**src/rtl/wb_regfile.sv**
```systemverilog
// Writeback stage merged with the architectural register file: wb value select, 2 read ports,
// registered commit record and retired-write counter. Optional forwarding: WB_BYPASS_EN.
`ifndef DSIZE
`define DSIZE 32
`endif
`ifndef ASIZE
`define ASIZE 5
`endif
`ifndef ISIZE
`define ISIZE 32
`endif

module wb_regfile #(
  parameter int unsigned DSIZE = `DSIZE,
  parameter int unsigned ASIZE = `ASIZE,
  parameter int unsigned ISIZE = `ISIZE,
  parameter int unsigned CNT_W = 32
) (
  input  logic             clk,
  input  logic             rst,
  input  logic             wen,
  input  logic [ASIZE-1:0] w_addr,
  input  logic [DSIZE-1:0] w_data,
  input  logic             MemtoReg,
  input  logic [DSIZE-1:0] readMem,
  input  logic [ISIZE-1:0] PC,
  input  logic [ASIZE-1:0] raddr1,
  input  logic [ASIZE-1:0] raddr2,
  output logic [DSIZE-1:0] rdata1,
  output logic [DSIZE-1:0] rdata2,
  output logic             commit_valid,
  output logic [ISIZE-1:0] commit_pc,
  output logic [ASIZE-1:0] commit_addr,
  output logic [DSIZE-1:0] commit_data,
  output logic [CNT_W-1:0] commit_count
);

  localparam int unsigned NumRegs = 2 ** ASIZE;

  logic [DSIZE-1:0] r_regs [NumRegs];
  logic             r_valid;
  logic [ISIZE-1:0] r_pc;
  logic [ASIZE-1:0] r_addr;
  logic [DSIZE-1:0] r_data;
  logic [CNT_W-1:0] r_count;

  logic [DSIZE-1:0] w_wb_val;
  logic             w_reg_we;

  assign w_wb_val = MemtoReg ? readMem : w_data;
  assign w_reg_we = wen && (w_addr != '0);

  always_ff @(posedge clk or negedge rst) begin
    if (!rst) begin
      for (int i = 0; i < NumRegs; i++) begin
        r_regs[i] <= '0;
      end
    end else if (w_reg_we) begin
      r_regs[w_addr] <= w_wb_val;
    end
  end

  // Commit record captures every retired write, including the r0 ones.
  always_ff @(posedge clk or negedge rst) begin
    if (!rst) begin
      r_valid <= 1'b0;
      r_pc    <= '0;
      r_addr  <= '0;
      r_data  <= '0;
      r_count <= '0;
    end else begin
      r_valid <= wen;
      if (wen) begin
        r_pc    <= PC;
        r_addr  <= w_addr;
        r_data  <= w_wb_val;
        r_count <= r_count + CNT_W'(1);
      end
    end
  end

  always_comb begin
    rdata1 = (raddr1 == '0) ? '0 : r_regs[raddr1];
    rdata2 = (raddr2 == '0) ? '0 : r_regs[raddr2];
`ifdef WB_BYPASS_EN
    // Forward only when the write will actually land on the coming edge.
    if (rst && w_reg_we && (raddr1 == w_addr)) begin
      rdata1 = w_wb_val;
    end
    if (rst && w_reg_we && (raddr2 == w_addr)) begin
      rdata2 = w_wb_val;
    end
`endif
  end

  assign commit_valid = r_valid;
  assign commit_pc    = r_pc;
  assign commit_addr  = r_addr;
  assign commit_data  = r_data;
  assign commit_count = r_count;

endmodule

```
**config.mk**
```make
export PLATFORM = sky130hd
export DESIGN_NAME = wb_regfile
export DESIGN_NICKNAME = d
export VERILOG_FILES = /design/src/rtl/wb_regfile.sv
export SDC_FILE = /design/constraint.sdc
export NUM_CORES = 2
export LEC_CHECK = 0
export CORE_UTILIZATION = 40
export DETAILED_ROUTE_END_ITERATION = 12
export GPL_ROUTABILITY_DRIVEN = 0
export RECOVER_POWER = 100
export SLEW_MARGIN = 20
export SYNTH_ARGS = -nofsm -noshare
export SYNTH_HDL_FRONTEND = slang
export SYNTH_SLANG_ARGS = --single-unit
```
**constraint.sdc**
```tcl
create_clock -name clk -period 3.5 [get_ports clk]
set_clock_uncertainty 0.2 [all_clocks]
set_input_delay 0.7 -clock clk [delete_from_list [all_inputs] [get_ports clk]]
set_output_delay 0.7 -clock clk [all_outputs]
set_load 0.01 [all_outputs]
```
======== After elaboration in Yosys (flattened, before gate mapping) ========
Cells that the tools add are included.
operators by class
  $add $sub $neg .......................... 1
  $lt $le $gt $ge ......................... 4
  muxes and demuxes ....................... 12
  bitwise operators ....................... 3
  reduce and logical (&&, ||, !) cells .... 5
operator list
  kind                                                        number
  bitwise mux 1024 bit                                        1
  binary-select mux 32 bit (select 5 bit)                     2
  2-to-1 mux 32 bit                                           8
  demux 32 bit (select 5 bit)                                 1
  adder 32 x 1 -> 32 bit, second input constant               1
  greater-or-equal comparator 6 bit, second input constant    3
  inverter 5 -> 6 bit                                         3
  logical NOT 5 bit                                           2
  less-than comparator 6 x 1 -> 1 bit, second input constant  1
  nonzero test 5 bit                                          1
  logical AND 1 bit                                           2
word-level totals
  register bits after elaboration ......... 1126
  input port bits ......................... 115
  output and inout port bits .............. 166
  logic and storage cells ................. 62

======== Depth between registers and ports, before layout ========
  depth after elaboration ................. 6
  depth in mapped cells ................... 9

======== Worst setup path before layout ========
Ideal clock, no wire load.
  path kind ............................... input to output
  from .................................... in raddr1[2]
  to ...................................... out rdata1[20]
  arrival time ............................ 2.317 ns
  required time ........................... 2.600 ns
  setup slack ............................. 0.283 ns
  stages on the path ...................... 7
  buffers on the path ..................... 3
  path through ............................ buf_2 > buf_2 > buf_1 > mux4_2 > a22o_1 > a2111oi_0 > nor3_1
on the way
  word-level cells in the longest chain between the ends .. 5
  elaborated cells between the ends (all ways) .. 6
ends and longest elaborated chain
  item                                                   RTL line  RTL
  start, declared                                        27        input logic [ASIZE-1:0] raddr1,
  inverter 5 -> 6 bit (implied by the code)              83        rdata1 = (raddr1 == '0) ? '0 : r_regs[raddr1];
  binary-select mux 32 bit (select 5 bit)                83
  2-to-1 mux 32 bit (implied by the code) (2 in series)  83
  2-to-1 mux 32 bit (*)                                  83
  end, declared                                          29        output logic [DSIZE-1:0] rdata1,
Mark *: on every way between the ends. The rest lies on a longest branch, timed or not. The select of a mux whose other input is x is not followed.

======== Final worst setup path ========
  from .................................... in raddr1[0]
  to ...................................... out rdata1[7]
The elaborated chain is that of the path after synthesis.

==> results by group <==
Clocking
  – Clock tree root driver cell: clkbuf_16
  – Worst-skew pair later-pin latency: 0.76 ns
  – CTS tree: done
  – H-tree Lvls: 4
  – CTS Buf Count: 134
  – Max Root-Sink Buffers: 3
  – CTS sink count: 1126
  – Clock slew at reported path FFs: 0.06 ns

Critical path
  – Slowest stage delay, CP: 0.51 ns
  – Worst path cell trace: buf_12 -> buf_16 -> buf_12 -> buf_16 -> buf_8 -> mux4_2 -> a22o_1 -> a211oi_2 -> nor3_4 -> buf_2
  – Crit path max-delay cell type: mux4_2
  – R2r setup slk: 1.24 ns
  – Startpoint types: primary input
  – Nature of the critical path endpoint: primary output
  – Worst r2r dst: commit_count[30]
  – Kind of critical path: primary input to primary output
  – Crit path arrival time: roughly 2.7 ns
  – Crit path max fanout: 7
  – WP data required: 2.60 ns
  – Reg2Reg Launch Point: commit_count[2]
  – Reg2Reg Depth: 5

Global route
  – Total GRT Usage: 28.9%
  – Antenna violations before repair: 10
  – First-pass GRT wire length: 303000 um
  – Largest net degree at the start of global routing: 100
  – Vias in the first global route: 45100
  – Global route overflow: 0

Finish
  – Filler instances: about 12000
  – Layout cells sized above 1: 31.6%
  – P&R area growth vs syn: 30.5%
  – Most frequent cells in the layout: dfrtp_1, a21oi_1, nor2_1
  – NumNets Final: 5596
  – Design area: roughly 73000 um2
  – Commonest non-fill, non-tap cell in the layout: dfrtp_1

Floorplanning
  – Core area: 140000 um2
  – Die Ht: 377 um
  – DIE WIDTH: roughly 380 um
  – # IOs: 281
  – Num rows: 137
  – Initial Util: 40.3%
  – Die ar.: 142000 um2

Synthesis
  – Primary FF master, synth: dfrtp_1
  – Yosys reg bits: roughly 1100
  – Number of synthesized flops with an enable pin: 0
  – Post-synth ARST share: 100%
  – Area leader, netlist: dfrtp_1
  – Synth warn: 0
  – Syn_nets: approximately 5000
  – Yosys top cell area share: around half
  – Synthesized cell area: 56200 um2
  – Yosys cell types: 51
  – Sequential-to-total area share from yosys stat: ~50%
  – Cells after synthesis: 4928
  – Avg Cell Area, Syn: between 10 and 15 um2
  – Synth area leaders: dfrtp_1, mux4_2, a21oi_1, o21ai_0, nor2_1

Timing
  – Fin crit share: 102%
  – Final setup violating endpoints: 22
  – Worst setup margin: -0.0799 ns
  – WHS: approximately 0.20 ns
  – Hold Vio Cnt, Final: 0
  – Tmin final: 3.58 ns
  – RSZ-0062 raised after global routing: true
  – Max Slew Vio Count: 151
  – Fmax: 0.279 GHz
  – Worst slew pin tran: 2.23 ns
  – Normalized max-slew margin: -48.9%

Placement
  – Dpl hpwl: about 130000 um
  – Placement Cell Area: about 65000 um2
  – IO buf count: 280

Power
  – Psw: 12700 uW
  – Pwr Density: around 580 nW/um2
  – Internal power: 30100 uW
  – Max IR drop VDD: 0.450 mV
  – Sw Share: 29.7%
  – Power share of the clock group: 34.6%
  – Register share of total power: 41.7%
  – Leak pwr: 0.0312 uW
  – Comb pwr share: 23.7%

Status
  – Violations in the final reports: max-capacitance violations, max-slew violations, negative setup slack
  – Outcome: complete, but fails checks

Run
  – Maxcap violations: 3

Drt
  – Via-to-Cell Ratio: 6.02
  – Drt pass-1 iters: 5
  – Routed WL: just over 200000 um
  – Detailed-route via count: 44900
  – 1st-iter DRT viols: 4908
  – Antenna viol nets, final: 0
  – WL/cell: roughly 27 um
  – # DRC: 0

Worst hold path
  – Worst Hold End: r_regs[1011]
  – Hold WC Path Type: flop to flop
  – Hold path depth: 0
  – Hold Crit Start: r_regs[1011]
-- stage by stage --
| stage | worst slack [ns] | util, % | TNS, ns | instances | power (uW) |
|---|---|---|---|---|---|
| CTS | -0.0920 | 52.6 | -1.07 | 7449 | 42800 |
| detailed placement | -1.22 | 46.8 | -43.09 | 7055 | 27100 |
| global route | -0.107 | 52.6 | -11.04 | 7459 | 44500 |
| finish | -0.0799 | 52.6 | -0.557 | 7460 | 42800 |
| floorplan | 0.283 | - | 0 | 4928 | 23100 |
| global placement | -1.26 | 46.7 | -43.86 | 7055 | 26700 |
-- cell families after synthesis --
kind of cell,share of synthesized area [%]
AOI/OAI and AO/OA,12.6
and+or+nand+nor,8.88
DFF,50.1
muxes,23.6
buffers and inverters,4.29
xor gates and xnor gates,0.483
adders and majority gates,0.0222
-- power by group through the flow --
| stage | registers, uW | clock network, uW | logic, uW |
|---|---|---|---|
| final | 17800 | 14800 | 10100 |
| after floorplan | 17300 | 0 | 5870 |
| after global placement | 17800 | 0 | 8870 |
| after CTS | 17700 | 15000 | 10100 |
| after global routing | 18100 | 15400 | 11000 |
| after detailed placement | 18000 | 0 | 9070 |
-- flip-flops by register name, indices dropped and copies added (netlist names) --
| name | flops |
|---|---|
| commit_addr | 5 |
| commit_count | 32 |
| commit_data | 32 |
| commit_pc | 32 |
| commit_valid | 1 |
| r_regs | 1024 |
-- worst max-delay path by stage --
stage | startpoint | end | slack (ns) | cells after the start
3_3_place_gp | raddr2[4] | rdata2[10] | -1.26 | 9
5_1_grt | r_regs[7] | rdata2[7] | -0.11 | 5
6_report | raddr1[0] | rdata1[7] | -0.08 | 10
3_5_place_dp | raddr2[4] | rdata2[10] | -1.22 | 9
2_1_floorplan | raddr1[2] | rdata1[20] | 0.28 | 7
4_1_cts | raddr1[0] | rdata1[27] | -0.09 | 10
-- cells in the mapped netlist, drive strengths merged, types with 50 or more instances --
cell and number:
dfrtp 1126, mux2i 185, a22o 50, nor3 61
buf 172, nand2 515, mux4 474, a21oi 556
o22ai 77, nor2 563, clkbuf 359, o21ai 486
mux2 65
-- area by class of cell --
class                      instances  area [um2]  share of cell area, %
clock inverter                    51         722                  0.983
tap                             1876        2350                   3.20
timing repair buffer             947       10200                   13.9
inverter                           2        7.51                 0.0102
antenna                            2        5.00                0.00682
sequential                      1126       28200                   38.4
clock buffer                     187        3930                   5.35
multi-input combinational       3269       28000                   38.1
-- critical path, delay by kind of cell --
kind	cells	cell delay [ns]
buffers and inverters	6	0.89
multiplexers	1	0.51
AO/OA/AOI/OAI	2	0.46
AND/OR/NAND/NOR	1	0.09
-- routing by layer --
metal  track usage, %  vias to the layer above  share of wire (%)
met5                0                        -              0.019
met4             12.6                        6                4.7
met3             6.76                      537                9.7
met2             44.4                     2364                 46
met1             39.3                    22900                 40
li1                 -                    19100                  -
-- repair_timing --
action                     in CTS  in global routing
hold buffers                    1                  0
pin swaps                     148                 60
gates cloned                   11                  1
setup buffers                 183                 16
resized for setup             652                 70
hold endpoints to repair       21                  0
setup endpoints to repair      64                 53
No activity file was read; power rests on OpenSTA's default activity.
